==> config.mk <==
export PLATFORM = sky130hd
export DESIGN_NAME = zl_ts_mux
export DESIGN_NICKNAME = d
export VERILOG_FILES = /design/src/rtl/zl_ts_pkg.sv /design/src/rtl/zl_ts_sync.sv /design/src/rtl/zl_ts_mux.sv
export SDC_FILE = /design/constraint.sdc
export NUM_CORES = 1
export LEC_CHECK = 0
export CORE_AREA = 5 5 106 108
export CTS_CLUSTER_SIZE = 40
export DETAILED_ROUTE_END_ITERATION = 10
export DIE_AREA = 0 0 111 113
export GPL_TIMING_DRIVEN = 0
export PLACE_DENSITY_LB_ADDON = 0.2
export SKIP_CTS_REPAIR_TIMING = 1
export SYNTH_ARGS = -nofsm -noshare
export SYNTH_HDL_FRONTEND = slang
export SYNTH_HIERARCHICAL = 1
export SYNTH_SLANG_ARGS = --single-unit
export TNS_END_PERCENT = 20
==> constraint.sdc <==
create_clock -name clk -period 5 [get_ports clk]
set_clock_uncertainty 0.2 [all_clocks]
set_input_delay 1 -clock clk [delete_from_list [all_inputs] [get_ports clk]]
set_output_delay 1 -clock clk [all_outputs]
set_load 0.02 [all_outputs]
==> src/rtl/zl_ts_pkg.sv <==
// zl_ts_pkg -- shared constants, FSM encodings and helpers for the TS mux.
//   SYNC_BYTE / PKT_LEN : default MPEG-TS sync value and packet length
//   NULL_HDR0..3        : header bytes of an inserted null packet (PID 0x1FFF)
//   NULL_FILL           : payload fill byte of a null packet
//   sync_state_t        : HUNT / CHECK / LOCK alignment FSM
//   out_state_t         : BOUNDARY / PASS / NULL output FSM
package zl_ts_pkg;

   localparam logic [7:0] SYNC_BYTE = 8'h47;
   localparam int         PKT_LEN   = 188;

   localparam logic [7:0] NULL_HDR0 = 8'h47;
   localparam logic [7:0] NULL_HDR1 = 8'h1F;
   localparam logic [7:0] NULL_HDR2 = 8'hFF;
   localparam logic [7:0] NULL_HDR3 = 8'h10;
   localparam logic [7:0] NULL_FILL = 8'hFF;

   typedef enum logic [1:0] {
      S_HUNT  = 2'd0,
      S_CHECK = 2'd1,
      S_LOCK  = 2'd2
   } sync_state_t;

   typedef enum logic [1:0] {
      O_BOUNDARY = 2'd0,
      O_PASS     = 2'd1,
      O_NULL     = 2'd2
   } out_state_t;

   // Byte index advance, wrapping from pkt_len-1 back to 0.
   function automatic logic [7:0] idx_next(input logic [7:0] idx, input int pkt_len);
      if (int'(idx) >= pkt_len - 1) return 8'd0;
      return idx + 8'd1;
   endfunction

   // Content of a null packet at a given byte index.
   function automatic logic [7:0] null_byte(input logic [7:0] idx);
      logic [7:0] b;
      case (idx)
         8'd0:    b = NULL_HDR0;
         8'd1:    b = NULL_HDR1;
         8'd2:    b = NULL_HDR2;
         8'd3:    b = NULL_HDR3;
         default: b = NULL_FILL;
      endcase
      return b;
   endfunction

endpackage

==> src/rtl/zl_ts_sync.sv <==
// zl_ts_sync -- packet alignment FSM (HUNT / CHECK / LOCK).
//   clk, rst      : clock, asynchronous active-high reset
//   in_req_i      : input byte valid
//   in_data_i     : input byte
//   in_ack_i      : final input ack as driven to the source (transfer = req & ack)
//   sof_i         : a passed packet's byte 0 transferred this cycle (LOCK only)
//   sof_bad_i     : that byte 0 was not the sync byte
//   eof_i         : a passed packet's last byte transferred this cycle
//   sync_ack_o    : ack this FSM wants while the output side is not passing
//   lock_o        : registered LOCK indication
//   state_o       : current state, for debug
// Before LOCK this block owns the input stream and tracks its own byte index.
// Once locked, the output FSM owns the input and reports packet start/end.
module zl_ts_sync
   import zl_ts_pkg::*;
#(
   parameter int         Pkt_len      = PKT_LEN,
   parameter logic [7:0] Sync_byte    = SYNC_BYTE,
   parameter int         Lock_count   = 3,
   parameter int         Unlock_count = 2
) (
   input  logic       clk,
   input  logic       rst,
   input  logic       in_req_i,
   input  logic [7:0] in_data_i,
   input  logic       in_ack_i,
   input  logic       sof_i,
   input  logic       sof_bad_i,
   input  logic       eof_i,
   output logic       sync_ack_o,
   output logic       lock_o,
   output logic [1:0] state_o
);

   sync_state_t state_q, state_d;
   logic [7:0]  idx_q, idx_d;
   logic [7:0]  good_q, good_d;
   logic [7:0]  bad_q, bad_d;

   logic is_sync;
   logic good_lt;
   logic xfer;

   assign is_sync = (in_data_i == Sync_byte);
   // True while another consumed sync is still needed before locking.
   assign good_lt = (int'(good_q) + 1) < Lock_count;
   assign xfer    = in_req_i & in_ack_i;

   // State register
   always_ff @(posedge clk or posedge rst) begin
      if (rst) begin
         state_q <= S_HUNT;
         idx_q   <= 8'd0;
         good_q  <= 8'd0;
         bad_q   <= 8'd0;
      end else begin
         state_q <= state_d;
         idx_q   <= idx_d;
         good_q  <= good_d;
         bad_q   <= bad_d;
      end
   end

   // Next-state logic
   always_comb begin
      state_d = state_q;
      idx_d   = idx_q;
      good_d  = good_q;
      bad_d   = bad_q;
      case (state_q)
         S_HUNT: begin
            if (xfer && is_sync) begin
               state_d = S_CHECK;
               idx_d   = idx_next(8'd0, Pkt_len);
               good_d  = 8'd1;
            end
         end
         S_CHECK: begin
            if (idx_q != 8'd0) begin
               if (xfer) idx_d = idx_next(idx_q, Pkt_len);
            end else if (in_req_i) begin
               if (!is_sync) begin
                  if (xfer) begin
                     state_d = S_HUNT;
                     idx_d   = 8'd0;
                     good_d  = 8'd0;
                  end
               end else if (good_lt) begin
                  if (xfer) begin
                     good_d = good_q + 8'd1;
                     idx_d  = idx_next(idx_q, Pkt_len);
                  end
               end else begin
                  // Final sync is left un-acked so the output side passes it.
                  state_d = S_LOCK;
                  idx_d   = 8'd0;
                  good_d  = 8'd0;
                  bad_d   = 8'd0;
               end
            end
         end
         S_LOCK: begin
            if (sof_i) begin
               if (sof_bad_i) bad_d = (bad_q == 8'hFF) ? bad_q : bad_q + 8'd1;
               else           bad_d = 8'd0;
            end
            // Loss of lock only takes effect once the current packet has completed.
            if (eof_i && (int'(bad_d) >= Unlock_count)) begin
               state_d = S_HUNT;
               idx_d   = 8'd0;
               good_d  = 8'd0;
               bad_d   = 8'd0;
            end
         end
         default: state_d = S_HUNT;
      endcase
   end

   // Outputs
   always_comb begin
      sync_ack_o = 1'b0;
      case (state_q)
         S_HUNT:  sync_ack_o = 1'b1;
         S_CHECK: sync_ack_o = (idx_q != 8'd0) || !is_sync || good_lt;
         default: sync_ack_o = 1'b0;
      endcase
   end

   assign lock_o  = (state_q == S_LOCK);
   assign state_o = state_q;

endmodule

==> src/rtl/zl_ts_mux.sv <==
// zl_ts_mux -- MPEG-TS pass-through with alignment check and null insertion.
//   clk, rst        : clock, asynchronous active-high reset
//   in_data/in_req  : byte stream from the USB FIFO; in_ack accepts it
//   out_data/out_req: byte stream to the DVB-S core; out_ack accepts it
//   null_en         : allow null packets when no aligned input is available
//   lock            : input stream is packet-aligned
//   pkt_count       : passed packets (wraps at 16 bits)
//   null_count      : inserted null packets (wraps at 16 bits)
//   sync_err        : bad sync bytes seen while locked (saturates at 255)
//   dbg_out_state   : output FSM state
//   dbg_sync_state  : alignment FSM state
// Handshake: on each side a byte moves only in a cycle where req and ack are
// both high; req may be raised without waiting for ack, and ack may be high
// without req (no transfer then).
// PASS is a zero-latency combinational path; a packet, once begun, always
// runs to full length, and the output FSM decides at each boundary whether to
// pass, insert a null packet, or idle.
module zl_ts_mux
   import zl_ts_pkg::*;
#(
   parameter int         Pkt_len      = PKT_LEN,
   parameter logic [7:0] Sync_byte    = SYNC_BYTE,
   parameter int         Lock_count   = 3,
   parameter int         Unlock_count = 2
) (
   input  logic        clk,
   input  logic        rst,
   input  logic [7:0]  in_data,
   input  logic        in_req,
   output logic        in_ack,
   output logic [7:0]  out_data,
   output logic        out_req,
   input  logic        out_ack,
   input  logic        null_en,
   output logic        lock,
   output logic [15:0] pkt_count,
   output logic [15:0] null_count,
   output logic [7:0]  sync_err,
   output logic [1:0]  dbg_out_state,
   output logic [1:0]  dbg_sync_state
);

   out_state_t  state_q, state_d;
   logic [7:0]  idx_q, idx_d;
   logic [15:0] pkt_cnt_q, pkt_cnt_d;
   logic [15:0] null_cnt_q, null_cnt_d;
   logic [7:0]  sync_err_q, sync_err_d;

   logic eff_pass;
   logic eff_null;
   logic out_xfer;
   logic last_byte;
   logic pass_sof;
   logic pass_eof;
   logic null_eof;
   logic sof_bad;
   logic sync_ack;

   zl_ts_sync #(
      .Pkt_len      (Pkt_len),
      .Sync_byte    (Sync_byte),
      .Lock_count   (Lock_count),
      .Unlock_count (Unlock_count)
   ) u_sync (
      .clk        (clk),
      .rst        (rst),
      .in_req_i   (in_req),
      .in_data_i  (in_data),
      .in_ack_i   (in_ack),
      .sof_i      (pass_sof),
      .sof_bad_i  (sof_bad),
      .eof_i      (pass_eof),
      .sync_ack_o (sync_ack),
      .lock_o     (lock),
      .state_o    (dbg_sync_state)
   );

   // From BOUNDARY the chosen mode takes effect in the same cycle, so a
   // packet's byte 0 can transfer without an idle cycle in between.
   assign eff_pass = (state_q == O_PASS) ||
                     ((state_q == O_BOUNDARY) && lock && in_req);
   assign eff_null = (state_q == O_NULL) ||
                     ((state_q == O_BOUNDARY) && !(lock && in_req) && null_en);

   assign last_byte = (idx_q == 8'(Pkt_len - 1));
   assign out_xfer  = out_req & out_ack;
   assign sof_bad   = (in_data != Sync_byte);
   assign pass_sof  = eff_pass & out_xfer & (idx_q == 8'd0);
   assign pass_eof  = eff_pass & out_xfer & last_byte;
   assign null_eof  = eff_null & out_xfer & last_byte;

   // State register
   always_ff @(posedge clk or posedge rst) begin
      if (rst) begin
         state_q    <= O_BOUNDARY;
         idx_q      <= 8'd0;
         pkt_cnt_q  <= 16'd0;
         null_cnt_q <= 16'd0;
         sync_err_q <= 8'd0;
      end else begin
         state_q    <= state_d;
         idx_q      <= idx_d;
         pkt_cnt_q  <= pkt_cnt_d;
         null_cnt_q <= null_cnt_d;
         sync_err_q <= sync_err_d;
      end
   end

   // Next-state logic
   always_comb begin
      state_d = state_q;
      idx_d   = idx_q;
      case (state_q)
         O_BOUNDARY: begin
            if (eff_pass)      state_d = O_PASS;
            else if (eff_null) state_d = O_NULL;
         end
         O_PASS:  state_d = O_PASS;
         O_NULL:  state_d = O_NULL;
         default: state_d = O_BOUNDARY;
      endcase
      if (out_xfer) begin
         if (last_byte) begin
            state_d = O_BOUNDARY;
            idx_d   = 8'd0;
         end else begin
            idx_d = idx_next(idx_q, Pkt_len);
         end
      end
   end

   // Statistics
   always_comb begin
      pkt_cnt_d  = pkt_cnt_q;
      null_cnt_d = null_cnt_q;
      sync_err_d = sync_err_q;
      if (pass_eof) pkt_cnt_d  = pkt_cnt_q + 16'd1;
      if (null_eof) null_cnt_d = null_cnt_q + 16'd1;
      if (pass_sof && sof_bad && (sync_err_q != 8'hFF)) sync_err_d = sync_err_q + 8'd1;
   end

   // Outputs; everything is held quiet while reset is asserted.
   always_comb begin
      out_req  = 1'b0;
      out_data = 8'd0;
      in_ack   = 1'b0;
      if (!rst) begin
         if (eff_pass) begin
            out_req  = in_req;
            out_data = (idx_q == 8'd0) ? Sync_byte : in_data;
            in_ack   = out_ack;
         end else begin
            // Not passing: the alignment FSM decides; it never acks in LOCK.
            in_ack = sync_ack;
            if (eff_null) begin
               out_req  = 1'b1;
               out_data = null_byte(idx_q);
            end
         end
      end
   end

   assign pkt_count     = pkt_cnt_q;
   assign null_count    = null_cnt_q;
   assign sync_err      = sync_err_q;
   assign dbg_out_state = state_q;

endmodule
==> flow_summary.toml <==
[cells_and_area]
register_area_um2 = 1900
fin_nets = 583
nFillCells = 905
synthToLayoutAreaGrowth_pct = 24.0
multi_input_area_um2 = 2400
insertedDiodeCount = 0
drive_gt1_share_pct = 9.79

[grt]
grt_pass1_wl_mm = 18.3
grt_start_max_net_pins = 41
grt_pass1_vias = 3808
grt_antenna_before_repair = 0
grt-ovfl-total = 0
gr-usage-all-layers_pct = 17.4

[floorplan]
die_width_um = 111
design.core.area_um2 = 10100
die_height_um = 113
dieArea_um2 = 12500
num_rows = 37
io_pins = 68
start_util_pct = 44.0

[route]
viasPerCell = 5.48
wl_per_cell_um = 15.0
drc_errors = 0
drtIter0Drc = 155
detail-route-antenna-nets = 0
drt_wl_total_mm = 10.5
vias = 3822
firstDrtPassIters = 5

[sta]
tightest_slew_ns = 1.02
setup_ws_ns = 0.289
max_freq_mhz = 212
finalHoldViolCount = 0
slew_headroom_pct = 31.8
finalSetupViolCount = 0
tns_ns = 0
period_needed_ns = 4.71
rsz0062_at_grt = "no"
fin_crit_sh_pct = 94.2
slew_violations = 0

[setup_path]
required_ns = 3.80
worstPathMaxFanout = 10
critPathTopFamily = "buffers and inverters"
cp-start-kind = "input pin"
critPathSlowestCell = "clkdlybuf4s50_1"
crit_arrival_ns = 3.51
crit_path_max_incr_delay_ns = 0.66
crit_type = "input pin to output pin"
r2r-start = "idx_q[3]$_DFFE_PP0N_"
cp-end-kind = "output pin"
path_cells = "clkdlybuf4s50_1 -> a21oi_1 -> or2_2 -> clkbuf_1 -> a41oi_1 -> o21a_1 -> clkdlybuf4s50_1"
crit_start = "in_req"
crit_buf_inv = 3
cp_common_cell = "clkdlybuf4s50_1"

[logic_synthesis]
ys.flop_type = "dfrtp_1"
synthArstFlopShare_pct = 100
ys_types = 70
syn_nets = 504
ys_seq_area_share_pct = 42.7
synthesis.area_um2 = 4460
postSynthRegisterBits = 76
synth_edf_count = 0
synthCells = 478
synth_warnings = 6
syn_area_per_cell_um2 = 9.32

[clocking]
clkLatencyLatePin_ns = 0.35
clk_path_buf_depth = 2
clock-root-buffer = "clkbuf_8"
cts_tree = "built"
htreeDepth = 3
cts_inserted_buffers = 9
clkSinkCount = 76
cts.reportedPaths.clkPinSlew_ns = 0.08

[placed_design]
pre_cts_ws_ns = 0.125
portBuffers = 67
dp_hpwl_mm = 7.92
routabilityCongestion = 0.898

[power_and_ir_drop]
leakagePower_nw = 2.50
finalPower_mw = 1.33
peakVddDrop_v = 0.000153
power_density_nw_per_um2 = 240

[job]
drv_cap = 0

[status]
outcome = "finished clean"

[min_path]
hold_start = "null_count[15]$_DFFE_PP0P_"
worstHoldPathType = "register to register"
## layout by cell type, fill, tap and decap left out, types with 16 or more instances in the layout
cell | Yosys | layout
nand3_1 | 27 | 27
nor3_1 | 21 | 21
clkdlybuf4s50_1 | 0 | 66
nand2_1 | 36 | 36
xor2_1 | 19 | 19
o21ai_0 | 30 | 30
inv_1 | 25 | 24
nor2_1 | 51 | 51
dfrtp_1 | 76 | 76
xnor2_1 | 16 | 16
## Yosys cell counts (all sizes together) (8+ instances only)
master	n	area (um2)
nand3	28	153
nor2	51	191
and2	12	82.6
a21oi	13	65.1
o21ai	30	150
inv	25	93.8
nor3	21	105
dfrtp	76	1900
nand2b	8	50.1
nand4	11	68.8
ha	13	163
xor2	19	166
mux2	10	120
xnor2	16	140
and3	10	63.8
nand2	36	135
## metrics by stage
stage / area (um2) / utilization [%] / std cells / hold WS (ns)
4_1_cts: 5530 / 54.5 / 698 / 0.283
6_report: 5530 / 54.5 / 698 / 0.277
2_1_floorplan: 4460 / - / 478 / 0.268
3_5_place_dp: 5320 / 52.4 / 682 / 0.260
5_1_grt: 5530 / 54.5 / 698 / 0.299
3_3_place_gp: 5300 / 52.3 / 681 / 0.260
## where the power goes
group | leakage (nW) | internal (mW) | switching (mW)
combinational | 1.42 | 0.0713 | 0.0988
clock | 0.0955 | 0.248 | 0.250
sequential | 0.989 | 0.633 | 0.0263
total | 2.50 | 0.952 | 0.375
## worst register-to-register path: stages (launching register included)
cell	delay (ns)
dfrtp_1	0.44
nor4_1	0.64
nand3_1	0.27
nor3_1	0.17
buf_2	0.23
nand3_1	0.21
a2111oi_4	0.41
mux2i_1	0.29
or4_1	0.17
nor2_1	0.07
or4b_1	0.54
buf_6	0.15
mux2_4	0.29
## flip-flops by register name, indices dropped and copies added, names as in the netlist
signal and cells:
null_count 16, u_sync/good_q 8, dbg_out_state 2, pkt_count 16
sync_err 8, u_sync/bad_q 8, u_sync/state_o 2, idx_q 8
u_sync/idx_q 8
## per-layer routing
metal | part of all wire, % | wire [um] | track usage (%) | vias up
met1 | 47 | 4870 | 22.6 | 1863
met4 | 1.5 | 159 | 6.24 | 0
met3 | 3.6 | 372 | 3.05 | 12
met5 | 0 | 0 | 0 | -
li1 | - | - | - | 1876
met2 | 48 | 5070 | 29.2 | 71
## worst paths after layout
| path | to | slack, ns | depth (start not counted) |
|---|---|---|---|
| setup / recovery | out_data[1] | 0.29 | 7 |
| hold / removal | null_count[15]$_DFFE_PP0P_ | 0.28 | 1 |
| setup reg to reg | u_sync/good_q[1]$_DFFE_PP0P_ | 0.81 | 12 |
| hold reg to reg | null_count[15]$_DFFE_PP0P_ | 0.28 | 1 |
| max in group asynchronous | u_sync/good_q[0]$_DFFE_PP0P_ | 2.78 | 2 |
| min in group asynchronous | idx_q[2]$_DFFE_PP0N_ | 0.88 | 2 |
## kinds of logic (layout without fill, tap and decap cells)
kind of cell,after synthesis,in the layout,synth area share (%)
compound gates,90,90,14.0
xor+xnor,35,35,6.88
fa+ha+maj,13,13,3.65
buf+inv,37,121,3.57
flops,76,76,42.7
mux,13,13,3.37
simple gates,214,214,25.9
## layout make-up
class                   instances  share of cell area [%]
clock buffers                  10                    2.49
clock inverters                 6                    1.27
flip-flops and latches         76                    34.4
multi-input cells             365                    43.3
well taps                     136                    3.08
inverters                      25                    1.70
repair buffers                 68                    12.5
plain buffers                  12                    1.18
Note: power is estimated with default switching activity, not from simulation.
